===== config.mk =====
export PLATFORM = sky130hd
export DESIGN_NAME = ptosda_frame
export DESIGN_NICKNAME = d
export VERILOG_FILES = /design/src/rtl/ptosda_frame.sv
export SDC_FILE = /design/constraint.sdc
export NUM_CORES = 1
export LEC_CHECK = 0
export BUFFER_PORTS_ARGS = -buffer_cell sky130_fd_sc_hd__buf_2
export CAP_MARGIN = 20
export CORE_MARGIN = 5
export CORE_UTILIZATION = 40
export CTS_BUF_LIST = sky130_fd_sc_hd__clkbuf_4 sky130_fd_sc_hd__clkbuf_8 sky130_fd_sc_hd__clkbuf_16
export CTS_CLUSTER_DIAMETER = 150
export DETAILED_ROUTE_END_ITERATION = 10
export PLACE_DENSITY = 0.57
export SYNTH_ARGS = -nofsm -noshare
export SYNTH_HDL_FRONTEND = slang
export SYNTH_SLANG_ARGS = --single-unit

===== constraint.sdc =====
create_clock -name sclk -period 2.13 [get_ports sclk]
set_input_delay 0.213 -clock sclk [delete_from_list [all_inputs] [get_ports sclk]]
set_output_delay 0.213 -clock sclk [all_outputs]
set_load 0.01 [all_outputs]

===== src/rtl/ptosda_frame.sv =====
// ptosda_frame - parallel-to-serial framer with a two-wire scl/sda output.
//
// Accepts one DATA_W-bit word over a valid/ready handshake and sends it as
// a frame: start condition, payload bits (MSB or LSB first), an optional
// even-parity bit, then a stop condition. Every scl level lasts DIV sclk
// cycles.
//
// Parameters:
//   DATA_W    payload width in bits (>= 1)
//   DIV       scl half-period in sclk cycles (>= 1)
//   MSB_FIRST 1: payload bit DATA_W-1 goes first, 0: bit 0 goes first
//   PAR_EN    1: append even parity (XOR of payload) after the data
//
// Ports:
//   sclk   in   system clock, rising edge
//   rst    in   asynchronous reset, active low
//   data   in   word to send, sampled only on acceptance
//   valid  in   producer has a word on data
//   ready  out  framer accepts a word this cycle
//   scl    out  serial clock (registered)
//   sda    out  serial data (registered)
//   busy   out  frame in progress
//   done   out  one-cycle pulse when the stop condition completes
module ptosda_frame #(
  parameter int DATA_W    = 4,
  parameter int DIV       = 1,
  parameter int MSB_FIRST = 1,
  parameter int PAR_EN    = 0
) (
  input  logic              sclk,
  input  logic              rst,
  input  logic [DATA_W-1:0] data,
  input  logic              valid,
  output logic              ready,
  output logic              scl,
  output logic              sda,
  output logic              busy,
  output logic              done
);

  localparam int NB = DATA_W + ((PAR_EN != 0) ? 1 : 0);
  localparam int PW = (DIV > 1) ? $clog2(DIV) : 1;
  localparam int BW = (NB > 1) ? $clog2(NB) : 1;

  localparam logic [PW-1:0] PH_LAST  = PW'(DIV - 1);
  localparam logic [BW-1:0] BIT_LAST = BW'(NB - 1);

  localparam logic [2:0] ST_IDLE    = 3'd0;
  localparam logic [2:0] ST_START   = 3'd1;
  localparam logic [2:0] ST_BIT_LO  = 3'd2;
  localparam logic [2:0] ST_BIT_HI  = 3'd3;
  localparam logic [2:0] ST_STOP_LO = 3'd4;
  localparam logic [2:0] ST_STOP_HI = 3'd5;

  logic [2:0]        state_q, state_d;
  logic [PW-1:0]     phase_q, phase_d;
  logic [BW-1:0]     bit_q, bit_d;
  logic [DATA_W-1:0] shift_q, shift_d;
  logic              par_q, par_d;
  logic              scl_q, scl_d;
  logic              sda_q, sda_d;
  logic              ready_q, ready_d;
  logic              done_q, done_d;

  logic              phase_end;
  logic [DATA_W-1:0] shift_next;

  // The bit on the wire always comes from the end of the shift register
  // that faces the line; the register moves one place per finished slot.
  function automatic logic head_bit(input logic [DATA_W-1:0] s);
    if (MSB_FIRST != 0) begin
      return s[DATA_W-1];
    end
    return s[0];
  endfunction

  // The last slot carries parity when it is enabled; every other slot
  // carries the current head of the shift register.
  function automatic logic slot_bit(input logic [DATA_W-1:0] s,
                                    input logic [BW-1:0]     idx,
                                    input logic              par);
    if ((PAR_EN != 0) && (idx == BIT_LAST)) begin
      return par;
    end
    return head_bit(s);
  endfunction

  assign phase_end  = (phase_q == PH_LAST);
  assign shift_next = (MSB_FIRST != 0) ? (shift_q << 1) : (shift_q >> 1);

  // Next-state logic. Output levels are computed for the state being
  // entered so that scl/sda come straight from flops and change exactly
  // on the phase boundary.
  always_comb begin
    state_d = state_q;
    phase_d = phase_q;
    bit_d   = bit_q;
    shift_d = shift_q;
    par_d   = par_q;
    scl_d   = scl_q;
    sda_d   = sda_q;
    done_d  = 1'b0;

    case (state_q)
      ST_IDLE: begin
        scl_d = 1'b1;
        sda_d = 1'b1;
        if (valid && ready_q) begin
          shift_d = data;
          par_d   = ^data;
          state_d = ST_START;
          phase_d = '0;
          bit_d   = '0;
          sda_d   = 1'b0;
        end
      end

      ST_START: begin
        if (phase_end) begin
          state_d = ST_BIT_LO;
          phase_d = '0;
          scl_d   = 1'b0;
          sda_d   = slot_bit(shift_q, '0, par_q);
        end else begin
          phase_d = phase_q + 1'b1;
        end
      end

      ST_BIT_LO: begin
        if (phase_end) begin
          state_d = ST_BIT_HI;
          phase_d = '0;
          scl_d   = 1'b1;
        end else begin
          phase_d = phase_q + 1'b1;
        end
      end

      ST_BIT_HI: begin
        if (phase_end) begin
          phase_d = '0;
          scl_d   = 1'b0;
          if (bit_q == BIT_LAST) begin
            state_d = ST_STOP_LO;
            sda_d   = 1'b0;
          end else begin
            // sda moves to the next slot only as scl falls.
            state_d = ST_BIT_LO;
            bit_d   = bit_q + 1'b1;
            shift_d = shift_next;
            sda_d   = slot_bit(shift_next, bit_q + 1'b1, par_q);
          end
        end else begin
          phase_d = phase_q + 1'b1;
        end
      end

      ST_STOP_LO: begin
        if (phase_end) begin
          state_d = ST_STOP_HI;
          phase_d = '0;
          scl_d   = 1'b1;
          sda_d   = 1'b0;
        end else begin
          phase_d = phase_q + 1'b1;
        end
      end

      ST_STOP_HI: begin
        if (phase_end) begin
          // sda rising with scl high is the stop condition.
          state_d = ST_IDLE;
          phase_d = '0;
          bit_d   = '0;
          scl_d   = 1'b1;
          sda_d   = 1'b1;
          done_d  = 1'b1;
        end else begin
          phase_d = phase_q + 1'b1;
        end
      end

      default: begin
        state_d = ST_IDLE;
        phase_d = '0;
        bit_d   = '0;
        scl_d   = 1'b1;
        sda_d   = 1'b1;
      end
    endcase

    // ready is registered so it stays low through reset and rises on the
    // first edge after release, and is already high in the done cycle.
    ready_d = (state_d == ST_IDLE);
  end

  always_ff @(posedge sclk or negedge rst) begin
    if (!rst) begin
      state_q <= ST_IDLE;
      phase_q <= '0;
      bit_q   <= '0;
      shift_q <= '0;
      par_q   <= 1'b0;
      scl_q   <= 1'b1;
      sda_q   <= 1'b1;
      ready_q <= 1'b0;
      done_q  <= 1'b0;
    end else begin
      state_q <= state_d;
      phase_q <= phase_d;
      bit_q   <= bit_d;
      shift_q <= shift_d;
      par_q   <= par_d;
      scl_q   <= scl_d;
      sda_q   <= sda_d;
      ready_q <= ready_d;
      done_q  <= done_d;
    end
  end

  assign scl   = scl_q;
  assign sda   = sda_q;
  assign ready = ready_q;
  assign done  = done_q;
  assign busy  = (state_q != ST_IDLE);

endmodule

# Yosys cells after proc, flatten, opt, wreduce, memory -nomap -nowiden
# Cells that the tools add are included.
# word_totals
reg_bits,14
latch_bits,0
mem_bits_rw,0
romBits,0
inputBits,7
out_inout_bits,5
memories,0
# op_classes
add_sub_neg,2
mul,0
div_mod_pow,0
magnitude_cmp,0
eq_ne,14
n_shift,0
n_mux,36
n_bitwise,2
reduce_logical,13
# op_table
operator,n
3-bit two-way mux,7
3-bit case mux with 6 select lines,1
1-bit two-way mux,16
"2-bit inequality test, second input constant",8
4-bit two-way mux,3
5-bit AND reduction,2
2-bit two-way mux,4
2-bit case mux with 4 select lines,1
4-bit case mux with 2 select lines,1
"3-bit by 2-bit == test with 1-bit output, second input constant",2
"3-bit == test, second input constant",2
3-bit logical NOT,2
1-bit case mux with 6 select lines,1
3-bit OR reduction,2
5-bit OR reduction,1
1-bit case mux with 2 select lines,2
4-bit AND reduction,1
"3-bit by 1-bit == test with 1-bit output, second input constant",1
3-bit nonzero test,1
"2-bit by 1-bit adder with 2-bit output, second input constant",1
"2-bit == test, second input constant",1
1-bit inverter,2
2-bit AND reduction,1
2-bit nonzero test,1
other kinds (3),3

# Longest topological paths before layout
# depth
word_depth,8
mapped_depth,4
depth_no_buf,4

# Least setup slack after synthesis
# Ideal clock, no wire load.
# synth_path
path_type,reg-to-reg
start,register bit_q[0]
end,register shift_q[1]
setup_time_ps,125
arrival_time_ps,1357
setup_slack_ps,648
path_stages_with_launch,5
period_less_slack_ps,1482
path_cell_list,dfrtp_1 > ha_1 > nand3b_1 > a21oi_2 > mux2_2
# synth_via
elab_chain_cells,3
# synth_lines
item,line,rtl
"start, declared",57,"logic [BW-1:0] bit_q, bit_d;"
"start signal, assigned",211,bit_q <= bit_d;
2-bit == test,143,if (bit_q == BIT_LAST) begin
2-bit inequality test (no source line),--,
4-bit AND reduction (no source line),--,
"end signal, assigned",212,shift_q <= shift_d;
"end, declared",58,"logic [DATA_W-1:0] shift_q, shift_d;"
# Every way passes these cells.
# A chain may end at the register's enable or synchronous reset.

# Final worst setup path
# Ends and elaborated chain as after synthesis.

==> metrics.txt <==
Combinational Power Share 0.420; RSZ-0062 raised after global routing false; die width 50.4 um; maximum root-to-sink buffer count 2; cts hold-fix bufs 1; total CTS buffers 3; WL final 1.09 mm; post-CTS setup buffers 0; CTS root buf clkbuf_4; clock network power share 0.148; GRT overflow 0; final worst path period need 1.59 ns; Final WS setup 0.536 ns; port bufs 11; ys async rst share 1.00; most common cell in the netlist dfrtp_1; TritonCTS clock tree yes; crit path capture type register; initial antenna violation count 0; Place WS 0.545 ns; max-cap viol count 0; row cnt 14; Setup crit start bit_q[0]; starting density of the core 0.428; # DRC 0; Skew-Pair Late Insertion Delay 0.27 ns; ANT cells 0; Post-Layout Cell Count 82; yosys warns 0; PwrDens 1460 nW/um2; placed cells 77; first-pass GRT wire length 2.01 mm; clock skew 0.00456 ns; max-slew violations 0; Pleak 0.358 nW; Yosys cell types 28; Mapped Avg Cell Area 12.3 um2; Critical Path, Cell by Cell ha_1 > nand3b_1 > a21oi_2 > mux2_2; Die Ht 50.4 um; final hold violation count 0; peak ir drop on the vdd network 0.664 mV; GR Util All Layers 0.107; clock sink count 13; ys flop type dfrtp_1; reg2reg start bit_q[0]; vias in the first global route 448; Synth Cell Area 652 um2; number of synthesized flops with an enable pin 0; gpl congestion 0.674; synthesis-to-finish area growth 13.6%; synthesized netlist cell count 53; biggest area consumer among synthesized cells dfrtp_1; Initial DRC Count 1; post-synth top area share 0.422; Vias/cell 5.28; via count 433; register bit count reported by yosys 13; Worst Max-Slew Pin Slew 0.352 ns; Hold Slack 0.189 ns; Tot Pwr 1.08 mW; Crit path required time 2.29 ns; Worst path max stage delay 0.39 ns; CP endpoint shift_q[1]; drt pass-1 iters 2; FF-to-FF setup slack 0.54 ns; largest net degree at the start of global routing 14; Design Area, Final 741 um2; Die Area 2540 um2; Setup CP Type register to register; critical path's slowest cell dfrtp_1; cts repair resizes 0; routed len/inst 13.2 um; Seq pwr share 0.433; nature of the critical path startpoint register; Switching Share 0.341; layout cell share with drive strength beyond 1 0.379; Seq/Total Area, Yosys 0.503; Area after DPL 701 um2; final critical-path share of the clock period 0.748; core area 1520 um2; setup TNS 0 ns; Worst EP arrival 1.75 ns; Hold Crit Class primary input to register; final core occ 0.486; internal power 713 uW; R2R depth 4; Final Setup Violations 0; H-tree levels 1; Nets 75; # IOs 12; ANT nets after route 0; Net Count, Synth 61; switching pwr 370 uW; FILL cells 148; Fmax achieved 627 MHz; largest cells by area after synthesis dfrtp_1 (42%), mux2_2 (8.6%), dfstp_2 (8.1%); run status finished, final reports clean; most frequent cells after synthesis dfrtp_1 (11), mux2_2 (5), mux2_1 (3), nor2_1 (3); DP Wirelength 795 um; Rel. slew slack 0.765; clock slew seen by the registers of the worst setup and hold paths 0.07 ns; FF-to-FF End shift_q[1]; worst-path fanout max 4
-- power groups by stage --
stage / combinational, mW / clock, mW / sequential, mW
finish: 0.454 / 0.160 / 0.468
global route: 0.516 / 0.182 / 0.493
CTS: 0.461 / 0.168 / 0.471
detailed placement: 0.457 / 0 / 0.477
global placement: 0.455 / 0 / 0.475
floorplan: 0.426 / 0 / 0.423
-- cell type report --
class	count	area, um2	area share
Tap cell	16	20.0	0.0270
Inverter	2	7.51	0.0101
Sequential cell	13	328	0.443
Timing Repair Buffer	12	65.1	0.0878
Clock buffer	4	30.0	0.0405
Multi-Input combinational cell	35	290	0.392
-- worst min-delay path by stage --
stage,startpoint,endpoint,slack [ns],depth (start not counted)
floorplan,rst,bit_q[0],-0.08,0
finish,data[0],shift_q[0],0.19,3
detailed placement,rst,shift_q[3],0.11,1
CTS,data[0],shift_q[0],0.18,3
global route,data[0],shift_q[0],0.18,3
global placement,rst,shift_q[3],0.12,1
-- registers in the layout (all words and copies together), names as in the netlist --
signal / flops
scl: 1
shift_q: 4
state_q: 3
bit_q: 2
sda: 1
done: 1
ready: 1
-- per-layer routing --
metal  wire (um)  global-route usage  vias to the layer above
met5           0                   0                        -
met4          25              0.0511                        0
met3          90              0.0592                        5
met2         504               0.157                       10
met1         465               0.125                      202
li1            -                   -                      216
-- logic make-up (layout without fill, tap and decap cells) --
group                    count (synthesis)  after routing  share of synthesized area
adder cells (fa/ha/maj)                  1              1                     0.0192
flip-flops                              13             13                      0.503
AO/OA/AOI/OAI                            7              7                     0.0691
multiplexers                            10             10                      0.177
buffers and inverters                    5             18                     0.0518
AND/OR/NAND/NOR                         17             17                      0.180
-- worst max-delay path: cells and delay by family (launching register included) --
| family | cells | cell delay [ns] |
|---|---|---|
| flip-flops | 1 | 0.39 |
| multiplexers | 1 | 0.37 |
| AND/OR/NAND/NOR | 1 | 0.19 |
| AO/OA/AOI/OAI | 1 | 0.30 |
| adder cells (fa/ha/maj) | 1 | 0.23 |
-- layout by cell type, fill, tap and decap left out, types with 2 or more instances in the layout --
cell type,instances
dfrtp_1,11
o21ai_0,2
dfstp_2,2
mux2_1,3
buf_2,11
nand3b_1,2
nor2_1,3
mux2_2,5
nand2_1,2
inv_1,2
clkbuf_4,4
or3_1,2
Power figures use the tool's default switching activity.
